## src/rtl/sample_fetcher.sv

```systemverilog
// rtl/sample_fetcher.sv - loops a sample window out of SDRAM into a show-ahead buffer
// Pipelined reads are issued only while buffered plus in-flight samples fit in FIFO_DEPTH.
module sample_fetcher #(
  parameter int FIFO_DEPTH = 16,
  parameter int ADDR_W     = 26
) (
  input  logic              clock,
  input  logic              reset_n,
  input  logic              start,
  input  logic [ADDR_W-1:0] base_addr,
  input  logic [31:0]       length,
  output logic [ADDR_W-1:0] sdram_addr,
  output logic              sdram_chipselect,
  output logic [1:0]        sdram_byteenable_n,
  output logic              sdram_read_n,
  output logic              sdram_write_n,
  output logic [15:0]       sdram_writedata,
  input  logic [15:0]       sdram_readdata,
  input  logic              sdram_readdata_valid,
  input  logic              sdram_waitrequest,
  output logic [15:0]       sample_data,
  output logic              sample_valid,
  input  logic              sample_ready,
  output logic              busy,
  output logic              wrap_pulse
);

  localparam int PW = $clog2(FIFO_DEPTH);
  localparam int CW = PW + 1;
  localparam logic [CW:0] DEPTH_C = (CW + 1)'(FIFO_DEPTH);

  typedef enum logic [1:0] {IDLE, FETCH, FLUSH} state_t;

  state_t            state_q, state_d;
  logic [ADDR_W-1:0] base_q, base_d, addr_q, addr_d;
  logic [31:0]       len_q, len_d, index_q, index_d;
  logic [CW-1:0]     outst_q, outst_d, count_q, count_d;
  logic [PW-1:0]     wr_ptr_q, wr_ptr_d, rd_ptr_q, rd_ptr_d;
  logic              read_n_q, read_n_d;
  logic [15:0]       mem_q [FIFO_DEPTH];
  logic              accepted, returned, push, pop, last_index;
  logic [CW:0]       credit_sum;

  assign accepted   = !read_n_q && !sdram_waitrequest;
  // Stray readdata_valid with nothing in flight (e.g. after reset) is ignored.
  assign returned   = sdram_readdata_valid && (outst_q != '0);
  assign push       = returned && (state_q == FETCH);
  assign pop        = sample_valid && sample_ready;
  assign last_index = (index_q + 32'd1) == len_q;

  always_comb begin
    state_d    = state_q;
    base_d     = base_q;
    len_d      = len_q;
    index_d    = index_q;
    wr_ptr_d   = wr_ptr_q;
    rd_ptr_d   = rd_ptr_q;
    read_n_d   = 1'b1;
    outst_d    = outst_q + CW'(accepted) - CW'(returned);
    count_d    = count_q + CW'(push) - CW'(pop);
    if (push) wr_ptr_d = wr_ptr_q + PW'(1);
    if (pop)  rd_ptr_d = rd_ptr_q + PW'(1);
    if (accepted && state_q == FETCH) index_d = last_index ? 32'd0 : index_q + 32'd1;

    unique case (state_q)
      IDLE: begin
        if (start && length != 32'd0) begin
          state_d  = FETCH;
          base_d   = base_addr;
          len_d    = length;
          index_d  = 32'd0;
          count_d  = '0;
          wr_ptr_d = '0;
          rd_ptr_d = '0;
        end
      end
      FETCH: begin
        if (!start) begin
          state_d  = FLUSH;
          count_d  = '0;
          wr_ptr_d = '0;
          rd_ptr_d = '0;
        end
      end
      FLUSH: begin
        if (outst_q == '0) state_d = IDLE;
      end
      default: state_d = IDLE;
    endcase

    // A stalled request is held; otherwise a new one needs a free slot for its data.
    credit_sum = {1'b0, count_d} + {1'b0, outst_d};
    if (state_d == FETCH) begin
      if (!read_n_q && sdram_waitrequest) read_n_d = 1'b0;
      else if (credit_sum < DEPTH_C)      read_n_d = 1'b0;
    end
    addr_d = base_d + ADDR_W'(index_d);
  end

  always_ff @(posedge clock or negedge reset_n) begin
    if (!reset_n) begin
      state_q  <= IDLE;
      base_q   <= '0;
      len_q    <= '0;
      index_q  <= '0;
      addr_q   <= '0;
      outst_q  <= '0;
      count_q  <= '0;
      wr_ptr_q <= '0;
      rd_ptr_q <= '0;
      read_n_q <= 1'b1;
    end else begin
      state_q  <= state_d;
      base_q   <= base_d;
      len_q    <= len_d;
      index_q  <= index_d;
      addr_q   <= addr_d;
      outst_q  <= outst_d;
      count_q  <= count_d;
      wr_ptr_q <= wr_ptr_d;
      rd_ptr_q <= rd_ptr_d;
      read_n_q <= read_n_d;
    end
  end

  always_ff @(posedge clock) begin
    if (push) mem_q[wr_ptr_q] <= sdram_readdata;
  end

  assign sdram_addr         = addr_q;
  assign sdram_read_n       = read_n_q;
  assign sdram_chipselect   = 1'b1;
  assign sdram_byteenable_n = 2'b00;
  assign sdram_write_n      = 1'b1;
  assign sdram_writedata    = 16'h0000;
  assign sample_data        = mem_q[rd_ptr_q];
  assign sample_valid       = (state_q == FETCH) && (count_q != '0);
  assign busy               = (state_q != IDLE);
  assign wrap_pulse         = accepted && (state_q == FETCH) && last_index;

endmodule

```

## config.mk

```make
export PLATFORM = sky130hd
export DESIGN_NAME = sample_fetcher
export DESIGN_NICKNAME = d
export VERILOG_FILES = /design/src/rtl/sample_fetcher.sv
export SDC_FILE = /design/constraint.sdc
export NUM_CORES = 1
export LEC_CHECK = 0
export CORE_MARGIN = 4
export CORE_UTILIZATION = 35
export DETAILED_ROUTE_END_ITERATION = 8
export GPL_TIMING_DRIVEN = 0
export PLACE_DENSITY = 0.5
export SYNTH_ARGS = -nofsm -noshare
export SYNTH_HDL_FRONTEND = slang
export SYNTH_SLANG_ARGS = --single-unit
```

## constraint.sdc

```tcl
create_clock -name clock -period 10.75 [get_ports clock]
set_clock_uncertainty 0.1 [all_clocks]
set_input_delay 1.6125 -clock clock [delete_from_list [all_inputs] [get_ports clock]]
set_output_delay 1.6125 -clock clock [all_outputs]
set_load 0.02 [all_outputs]
```

==> impl_metrics.yaml <==
status:
  outcome: "completed"
global_route:
  grt_pass1_vias: 12162
  antenna_found_initial: 0
  grt_max_degree: 84
  overflow: 0
  top_usage_layer: "met2"
  grt.met1_usage_pct: 22.0
  grt_pass1_wl_um: 74800
  met3_usage_pct: 2.48
  grt_use_total_pct: 17.4
  gr-usage-met2_pct: 31.0
timing:
  holdWs_ns: 0.400
  setup_viol: 0
  max_freq_mhz: 134
  slew_headroom_pct: 15.1
  setup_tns_ns: 0
  post-route-period-util_pct: 69.6
  worst_slew_pin_slew_ns: 1.27
  rsz0062_at_grt: "no"
  worst_slack_ns: 3.27
  slew_violations: 0
  finalHoldViolCount: 0
  period_minus_slack_ns: 7.48
logic_synthesis:
  yosysTopAreaCell: "edfxtp_1"
  ys_types: 66
  syn_avg_cell_area_um2: 13.5
  synth_area_leaders: "edfxtp_1, dfrtp_1, mux2_2"
  yosysTopAreaCellShare_pct: 42.0
  synth_area_um2: 18300
  syn_inst: 1353
  ys_async_sr_fraction_pct: 34.9
  yosys_warnings: 0
  synth-main-ff-cell: "edfxtp_1"
  synth_enable_flop_cells: 256
  yosysSeqAreaShare_pct: 60.8
  ys_ff_latch: 393
power_and_ir_drop:
  total_power_mw: 4.85
  p_per_area_nw_per_um2: 221
  vdd.ir_drop.worst_mv: 0.128
  p_leak_nw: 7.94
place:
  preCtsSetupSlack_ns: 2.48
  dp_hpwl_um: 33800
  gp_congestion: 0.900
  dp.cells: 2177
  place_area_um2: 20500
  port_buffers: 125
setup_path:
  endpoint_kind: "register"
  critPathMaxFanout: 10
  worstSetupPathType: "in2reg"
  startpoint: "length[27]"
  startpoint_type: "primary input"
  timing.rr.end: "sdram_addr[25]"
  cp.required_ns: 11.10
  r2r_cells: 23
  r2r_setup_slack_ns: 4.03
  cp.arrival_ns: 7.82
  timing.rr.start: "index_q[3]"
clock_tree:
  tritoncts.num_buffers: 46
  clkSinkCount: 393
  cts_tree: "done"
  cts_hold_buf: 0
  ctsResizeCount: 0
  clkSlewWorstSetupHoldPaths_ns: 0.06
  cts_setup_buffers: 0
  clk_latency_ns: 0.57
  cts_root_buffer: "clkbuf_16"
  clock_path_buffers: 3
  htree_num_levels: 2
floorplanning:
  start_util_pct: 35.5
  dieArea_um2: 56000
  fp-row-count: 83
  die-width_um: 237
  ioPinCount: 146
  chipHeight_um: 237
  core-area_um2: 51500
layout:
  fin_util_pct: 42.6
  finalNonFillerCells: 2260
  final_cell_mix: "edfxtp_1, dfrtp_1, clkdlybuf4s50_1"
  final_area_um2: 21900
  drive_above_1_share_pct: 13.2
  nets: 1675
  final_common_cell: "edfxtp_1"
  antenna_cells: 0
  fillerInstances: 4812
  area_delta_synth_final_pct: 19.8
hold_path:
  hold_depth: 1
  hp-start: "base_q[22]"
  min_to: "base_q[22]"
  min_path_type: "reg2reg"
routing:
  num_vias: 11690
  wl_per_cell_um: 21.7
  drcViolationCount: 0
  first_pass_iters: 5
  drtIter0Drc: 698
  detail-route-antenna-nets: 0
  routed_wl_um: 49100
  via_per_inst: 5.17
flow_run:
  maxCapViolations: 0
[sequential cells by signal, summed over array words and instances, names as in the netlist]
| register | flops |
|---|---|
| base_q | 26 |
| count_q | 5 |
| index_q | 32 |
| len_q | 32 |
| mem_q | 256 |
| outst_q | 5 |
| rd_ptr_q | 4 |
| sdram_addr | 26 |
| sdram_read_n | 1 |
| state_q | 2 |
| wr_ptr_q | 4 |
[cell usage after synthesis, drive strengths merged (4+ instances only)]
| cell | n |
|---|---|
| clkbuf | 44 |
| nand4 | 27 |
| nand2 | 59 |
| inv | 37 |
| nor2b | 12 |
| mux2 | 73 |
| mux4 | 32 |
| mux2i | 53 |
| o22ai | 4 |
| or3 | 6 |
| and2 | 21 |
| a211o | 4 |
| dfrtp | 136 |
| o31ai | 6 |
| o211ai | 5 |
| a22oi | 17 |
| a21oi | 49 |
| xnor2 | 66 |
| nor3 | 26 |
| or4 | 10 |
| a21o | 10 |
| edfxtp | 256 |
| o21bai | 5 |
| a31oi | 8 |
| nor2 | 76 |
| a221oi | 19 |
| nand2b | 9 |
| nand3 | 15 |
| ha | 47 |
| o21ai | 59 |
| a21boi | 11 |
| and4 | 5 |
| buf | 38 |
| and3 | 7 |
| or2 | 5 |
| xor2 | 29 |
| nor4 | 25 |
| o21a | 11 |
[cell families (layout without fill, tap and decap cells)]
| family | count (synthesis) | count (layout) | synth area share [%] |
|---|---|---|---|
| xor+xnor | 95 | 95 | 4.55 |
| other cells | 2 | 20 | 0.0410 |
| flops | 393 | 393 | 60.8 |
| buf+inv | 119 | 328 | 2.93 |
| fa+ha+maj | 50 | 50 | 3.54 |
| mux | 158 | 158 | 11.3 |
| compound gates | 224 | 224 | 7.97 |
| simple gates | 312 | 312 | 8.89 |
[cell type report]
class                           instances  area (um^2)  share of cell area (%)
Clock inverter                         17          158                   0.719
Timing Repair Buffer                  126         1280                    5.84
Inverter                               37          139                   0.633
Tap cell                              680          851                    3.88
Multi-Input combinational cell        859         6710                    30.6
Buffer                                 82          397                    1.81
Sequential cell                       393        11100                    50.7
Clock buffer                           66         1280                    5.82
[metal layers]
| layer | part of all wire, % | vias up |
|---|---|---|
| met5 | 0 | - |
| met4 | 2.4 | 0 |
| met3 | 3.8 | 71 |
| met2 | 51 | 237 |
| met1 | 42 | 5925 |
| li1 | - | 5457 |
[how the worst max path moves through the flow]
stage	end	slack, ns
6_report	sdram_addr[25]	3.27
4_1_cts	sdram_addr[21]	3.08
3_5_place_dp	sdram_addr[21]	2.48
3_3_place_gp	state_q[1]	2.09
5_1_grt	sdram_addr[21]	2.84
2_1_floorplan	sdram_addr[21]	5.24
[worst max-delay path, cell delays in order]
cell             delay, ns
clkdlybuf4s50_1       0.50
nor4_1                0.62
nand4_1               0.35
o211ai_1              0.69
clkbuf_1              0.56
clkbuf_1              0.63
mux2i_1               0.39
inv_1                 0.10
ha_1                  0.30
a21o_1                0.17
a21oi_1               0.26
o21ai_0               0.19
a21oi_1               0.26
or2_2                 0.20
a31oi_1               0.22
a211o_1               0.33
a31oi_1               0.31
xnor2_1               0.12
[report_power, final]
| group | internal [mW] | total (mW) | switching (mW) |
|---|---|---|---|
| clock network | 0.855 | 1.49 | 0.630 |
| registers | 1.83 | 1.93 | 0.107 |
| logic | 0.659 | 1.43 | 0.769 |
| total | 3.34 | 4.85 | 1.51 |
(Power assumes the default switching activity.)
